### src/rtl/mac_seq_if.sv
// Result handshake between the MAC sequencer and its consumer.
// The master presents result_val/result and the slave returns result_rdy.
interface mac_seq_if #(
    parameter int NBITS = 8
) ();
    logic             result_val;
    logic             result_rdy;
    logic [NBITS-1:0] result;

    modport master (
        output result_val,
        output result,
        input  result_rdy
    );

    modport slave (
        input  result_val,
        input  result,
        output result_rdy
    );
endinterface

### src/rtl/mac_seq.sv
// Sequencer for one MAC lane: buffers x/w, streams one dot product per
// start, and returns the MAC's ReLU'd output over a val/rdy handshake.
module mac_seq #(
    parameter int NBITS = 8,
    parameter int ABITS = 3
) (
    input  logic             clk,
    input  logic             rst,
    input  logic             load_en,
    input  logic [ABITS-1:0] load_addr,
    input  logic [NBITS-1:0] load_x,
    input  logic [NBITS-1:0] load_w,
    input  logic             start,
    input  logic [ABITS:0]   len,
    output logic             busy,
    output logic             mac_rst,
    output logic             mac_istream_val,
    output logic             mac_ostream_req,
    output logic [NBITS-1:0] mac_x,
    output logic [NBITS-1:0] mac_w,
    input  logic [NBITS-1:0] mac_z,
    mac_seq_if.master        res
);
    localparam int DEPTH = 1 << ABITS;
    localparam logic [ABITS:0] LEN_MAX = {1'b1, {ABITS{1'b0}}};
    localparam logic [ABITS:0] LEN_ONE = {{ABITS{1'b0}}, 1'b1};

    typedef enum logic [2:0] {
        IDLE, CLEAR, STREAM, DRAIN1, DRAIN2, REQ, CAPTURE, DONE
    } state_t;

    state_t           state_q, state_d;
    logic [ABITS-1:0] idx_q, idx_d;
    logic [ABITS:0]   len_q, len_d;
    logic [NBITS-1:0] result_q, result_d;

    logic [NBITS-1:0] x_buf_q [DEPTH];
    logic [NBITS-1:0] w_buf_q [DEPTH];

    logic len_ok;
    logic last;

    assign len_ok = (len != '0) && (len <= LEN_MAX);
    assign last   = ({1'b0, idx_q} == (len_q - LEN_ONE));

    // Buffers are deliberately left out of reset; only IDLE may write.
    always_ff @(posedge clk) begin
        if (load_en && state_q == IDLE) begin
            x_buf_q[load_addr] <= load_x;
            w_buf_q[load_addr] <= load_w;
        end
    end

    always_ff @(posedge clk) begin
        if (rst) begin
            state_q  <= IDLE;
            idx_q    <= '0;
            len_q    <= '0;
            result_q <= '0;
        end else begin
            state_q  <= state_d;
            idx_q    <= idx_d;
            len_q    <= len_d;
            result_q <= result_d;
        end
    end

    always_comb begin
        state_d         = state_q;
        idx_d           = idx_q;
        len_d           = len_q;
        result_d        = result_q;
        mac_rst         = rst;
        mac_istream_val = 1'b0;
        mac_ostream_req = 1'b0;
        mac_x           = '0;
        mac_w           = '0;
        unique case (state_q)
            IDLE: begin
                if (start && len_ok) begin
                    state_d = CLEAR;
                    len_d   = len;
                end
            end
            CLEAR: begin
                mac_rst = 1'b1;
                idx_d   = '0;
                state_d = STREAM;
            end
            STREAM: begin
                mac_istream_val = 1'b1;
                mac_x           = x_buf_q[idx_q];
                mac_w           = w_buf_q[idx_q];
                idx_d           = idx_q + 1'b1;
                if (last) state_d = DRAIN1;
            end
            DRAIN1: state_d = DRAIN2;
            DRAIN2: state_d = REQ;
            REQ: begin
                mac_ostream_req = 1'b1;
                state_d         = CAPTURE;
            end
            CAPTURE: begin
                result_d = mac_z;
                state_d  = DONE;
            end
            DONE: begin
                if (res.result_rdy) state_d = IDLE;
            end
            default: state_d = IDLE;
        endcase
    end

    assign busy           = (state_q != IDLE);
    assign res.result_val = (state_q == DONE);
    assign res.result     = result_q;
endmodule
### src/flat_wrapper.sv
// flat-port wrapper written by rule: the top's interface ports become plain ports
module mac_seq_flat 
#(
    parameter int NBITS = 8,
    parameter int ABITS = 3
)
  (clk, rst, load_en, load_addr, load_x, load_w, start, len, busy, mac_rst, mac_istream_val, mac_ostream_req, mac_x, mac_w, mac_z, res_result_val, res_result, res_result_rdy);
  mac_seq_if #(.NBITS(NBITS)) res_i ();
  input  logic clk;
  input  logic rst;
  input  logic load_en;
  input  logic [ABITS-1:0] load_addr;
  input  logic [NBITS-1:0] load_x;
  input  logic [NBITS-1:0] load_w;
  input  logic start;
  input  logic [ABITS:0] len;
  output logic busy;
  output logic mac_rst;
  output logic mac_istream_val;
  output logic mac_ostream_req;
  output logic [NBITS-1:0] mac_x;
  output logic [NBITS-1:0] mac_w;
  input  logic [NBITS-1:0] mac_z;
  output wire logic [$bits(res_i.result_val)-1:0] res_result_val;
  output wire logic [$bits(res_i.result)-1:0] res_result;
  input wire logic [$bits(res_i.result_rdy)-1:0] res_result_rdy;
  assign res_result_val = res_i.result_val;
  assign res_result = res_i.result;
  assign res_i.result_rdy = res_result_rdy;
  mac_seq #(.NBITS(NBITS), .ABITS(ABITS)) u_core (.clk(clk), .rst(rst), .load_en(load_en), .load_addr(load_addr), .load_x(load_x), .load_w(load_w), .start(start), .len(len), .busy(busy), .mac_rst(mac_rst), .mac_istream_val(mac_istream_val), .mac_ostream_req(mac_ostream_req), .mac_x(mac_x), .mac_w(mac_w), .mac_z(mac_z), .res(res_i));
endmodule
### config.mk
export PLATFORM = sky130hd
export DESIGN_NAME = mac_seq_flat
export DESIGN_NICKNAME = d
export VERILOG_FILES = /design/src/rtl/mac_seq_if.sv /design/src/rtl/mac_seq.sv /design/src/flat_wrapper.sv
export SDC_FILE = /design/constraint.sdc
export NUM_CORES = 1
export LEC_CHECK = 0
export BUFFER_PORTS_ARGS = -buffer_cell sky130_fd_sc_hd__buf_2
export CAP_MARGIN = 20
export CORE_UTILIZATION = 53
export CTS_CLUSTER_SIZE = 28
export DETAILED_ROUTE_END_ITERATION = 6
export PLACE_DENSITY = 0.76
export REMOVE_ABC_BUFFERS = 1
export SLEW_MARGIN = 30
export SYNTH_ARGS = -nofsm -noshare
export SYNTH_HDL_FRONTEND = slang
export SYNTH_SLANG_ARGS = --single-unit
export TNS_END_PERCENT = 5
### constraint.sdc
create_clock -name clk -period 4.2 [get_ports clk]
set_input_delay 0 -clock clk [delete_from_list [all_inputs] [get_ports clk]]
set_output_delay 0 -clock clk [all_outputs]
set_load 0.02 [all_outputs]
==> summary by stage <==
STA
Static timing analysis puts the maximum clock frequency at roughly 0.37 GHz. The setup total negative slack is 0 ns. The final critical path takes up between 60 and 70% of the cycle. Setup repair after global routing left no endpoint under its margin. After layout, the worst setup slack is roughly 1.5 ns.

The count of endpoints failing setup in the final report is 0. The tightest slew margin relative to the limit is between 40% and 50%. The worst path needs roughly 2.7 ns of the cycle, external delays included. At the pin with the least slew margin, the transition time is 0.818 ns. The number of hold-slack violations in the final timing report is 0. The max-slew violation count came to 0. The clock arrives with 0.00440 ns of skew. The worst hold slack across all endpoints is roughly 0.077 ns.

Worst setup path
At the worst endpoint, the arrival time is about 3.1 ns. The endpoint identified for the worst register-to-register timing path is u_core.len_q[1]$_SDFFE_PP0P_. The cell that appears most often on the critical path is dlygate4sd3_1. The most critical setup path has its startpoint at u_core.state_q[1]$_SDFFE_PP0P_.

The kind of start point of the critical path is a register. Measured in cells, the most critical reg-to-reg path has a length of 6. The critical path is of the reg2reg type.

The slowest stage of the critical path belongs to the cell dlygate4sd3_1. The critical register-to-register path startpoint is u_core.state_q[1]$_SDFFE_PP0P_. Across all register-to-register paths, the minimum setup slack is 1.49 ns.

Walking the worst path, the cells encountered are nor3_1 -> nand4_2 -> mux2i_1 -> dlygate4sd3_1 -> nor2_1 -> dlygate4sd3_1. The required time of the critical path is roughly 4.6 ns. The endpoint kind of the worst setup timing path is a register. Of all nets on the critical path, the largest fanout is 15.

On the worst path, the slowest cell contributes a delay of between 0.5 and 0.6 ns. The capturing instance or port of the critical path is u_core.len_q[1]$_SDFFE_PP0P_.

Logic synthesis
The top cell type by area accounts for about two thirds of the synthesized area. Among all cell types in the netlist, the one instantiated most often is edfxtp_1. The netlist area before placement is 0.00587 mm². The number of flops mapped to enable cells by yosys is around 130.

The gate count of the mapped netlist is 316. Counting flops and latches in the post-synthesis netlist gives ~150. The warning count from the yosys run is 0. In this run, distinct cell masters in the synthesized netlist total 36.

Averaged over all synthesized cells, the footprint is around 19 µm². The share of synthesized registers carrying an async set or reset is 0%. The dominant register cell in the synthesized netlist is edfxtp_1.

The proportion of synthesized chip area in sequential cells is 72.7%. The dominant cell type by area after synthesis is edfxtp_1. After synthesis, the cell types taking the most area are edfxtp_1, mux4_2, dfxtp_1. By count the netlist is led by edfxtp_1, nor2_1, mux4_2, mux2i_1, dfxtp_1.

Floorplan
The total area inside the core boundary comes to 0.0108 mm². After floorplanning, the core was divided into 38 placement rows. The count of boundary I/O pins is between 60 and 70.

The die covers 0.0115 mm². The floorplan step set the die width to 107 µm. The height of the chip is 107 µm. Once the floorplan was initialized, standard cells occupied around 54% of the core.

Clock tree
The H-tree was split into 4 levels. The later-pin clock latency in the skew report is 0.53 ns. TritonCTS built the clock tree. The CTS clock-pin slew for the worst setup and hold paths is approximately 0.060 ns. The buffer depth of the longest clock path is 2. The tree is rooted in a clkbuf_8. Gates resized during post-CTS repair numbered 0. Counting the buffers created by CTS gives 17. The number of hold buffers added after cts is 47. The clock drives around 150 sinks.

The post-CTS setup buffer count is 0.

Drt
For this block, the initial DRC count from the detailed router was 206. The number of nets still failing antenna checks after routing is 0. For this block, the routed nets add up to approximately 12000 µm of wire.

The per-cell routed wire length is around 20 µm. The number of vias per cell after detailed routing is about 5.5. In the routed design, unresolved DRC markers number 0.

The count of TritonRoute iterations in the first routing pass is 4. The detailed router placed ~3300 vias in this run.

Layout
The area of all placed cells without fillers is around 0.0075 mm². Cells fill 69.1% of the core in the end. In the final design database the tool counted 478 nets. The filler cell count is ~670. The fraction of final layout cells sized beyond drive strength 1 is 30.7%.

From synthesis to final layout, the design area changed by 27.1%. 0 antenna diodes ended up in the layout.

Flow run
The max-cap check violation count is 0.

Global routing
The pin count of the biggest net entering global routing is 33. The global routing usage summed across all routing layers is a little under a quarter. The total grt overflow is 0. The via count of the first global-routing pass is 3490. The first global-routing pass estimated about 18000 µm of wire.

The number of antenna violations at the first check in global routing is 0.

Worst hold path
In this run the worst hold path is classified as in2reg.

Placed design
The worst setup slack after placement is a little under 2 ns. At the end of routability-driven placement, the weighted congestion stood at 0.737. The placed cell area is around 0.0063 mm². The post-DP HPWL is ~6200 µm.

In this run the tool buffered the top-level ports with 64 buffer cells.

Power
The leakage power summed over all cells is roughly 2.7 nW. In this run the power density over the cells is 476 mW/mm². The worst vdd rail ir drop is about 0.25 mV.

Run status
The flow ran to the end, and the final reports show no timing, DRC or antenna violations.
==> state kept, by name, indices dropped and copies added (netlist names), named ones only <==
register,cells
u_core.w_buf_q,64
u_core.x_buf_q,64
u_core.res.result,8
u_core.len_q,4
u_core.idx_q,3
u_core.state_q,3
==> cell families (layout without fill, tap and decap cells) <==
family	count (synthesis)	count (layout)	synth area share (%)
buffers and inverters	20	157	1.98
flip-flops	149	149	72.7
AND/OR/NAND/NOR	64	64	5.42
AO/OA/AOI/OAI	17	17	1.83
multiplexers	61	61	17.2
adder cells (fa/ha/maj)	2	2	0.426
XOR/XNOR	3	3	0.448
==> metrics by stage <==
step | power (mW) | instances
after detailed placement | 1.92 | 514
after global placement | 1.91 | 514
after global routing | 3.65 | 593
after floorplan | 1.83 | 300
final | 3.55 | 593
after CTS | 3.57 | 593
==> critical path, delay by kind of cell (launching register included) <==
kind                   cells  cell delay [ns]
muxes                      1             0.22
DFF                        1             0.46
and+or+nand+nor            3             0.77
buffers and inverters      2             1.15
==> routing by layer <==
layer	GRT usage (%)	routed length, µm
met5	0	0
met4	8.32	141
met3	6.26	596
met2	39.1	6180
met1	27.3	4870
==> final cells by class <==
type	count	area, µm²	area share [%]
inverters	4	15.0	0.201
repair buffers	121	866	11.6
well taps	140	175	2.35
clock inverters	11	205	2.75
multi-input cells	147	1500	20.1
clock buffers	21	429	5.76
flip-flops and latches	149	4270	57.2
==> how the worst min path moves through the flow <==
stage | from | end | slack (ns) | depth (start not counted)
floorplan | rst | u_core.len_q[0]$_SDFFE_PP0P_ | 0.07 | 1
detailed placement | res_result_rdy | u_core.state_q[2]$_SDFFE_PP0P_ | 0.19 | 2
finish | load_addr[2] | u_core.w_buf_q[0][7]$_DFFE_PP_ | 0.08 | 3
global placement | res_result_rdy | u_core.state_q[2]$_SDFFE_PP0P_ | 0.19 | 2
global route | load_addr[2] | u_core.w_buf_q[0][7]$_DFFE_PP_ | 0.09 | 3
CTS | load_addr[2] | u_core.x_buf_q[1][2]$_DFFE_PP_ | 0.07 | 3
==> cells in the final DEF, fill, tap and decap left out, types with 3 or more instances in the layout <==
master | synthesis | layout
edfxtp_1 | 128 | 128
buf_2 | 6 | 64
dlygate4sd3_1 | 0 | 47
nor2_1 | 38 | 38
mux4_2 | 32 | 32
mux2i_1 | 29 | 29
dfxtp_1 | 21 | 19
clkbuf_16 | 0 | 16
buf_4 | 1 | 10
bufinv_16 | 0 | 6
nand2b_1 | 5 | 5
a21oi_1 | 5 | 5
inv_1 | 4 | 4
clkbuf_1 | 5 | 4
nand2_1 | 3 | 3
nand3b_1 | 3 | 3
o21ai_0 | 3 | 3
==> where the power goes <==
part | switching, mW | internal [mW]
Clock | 0.550 | 1.08
Combinational | 0.116 | 0.125
Sequential | 0.0371 | 1.64
Total | 0.703 | 2.85
Power figures use the tool's default switching activity.
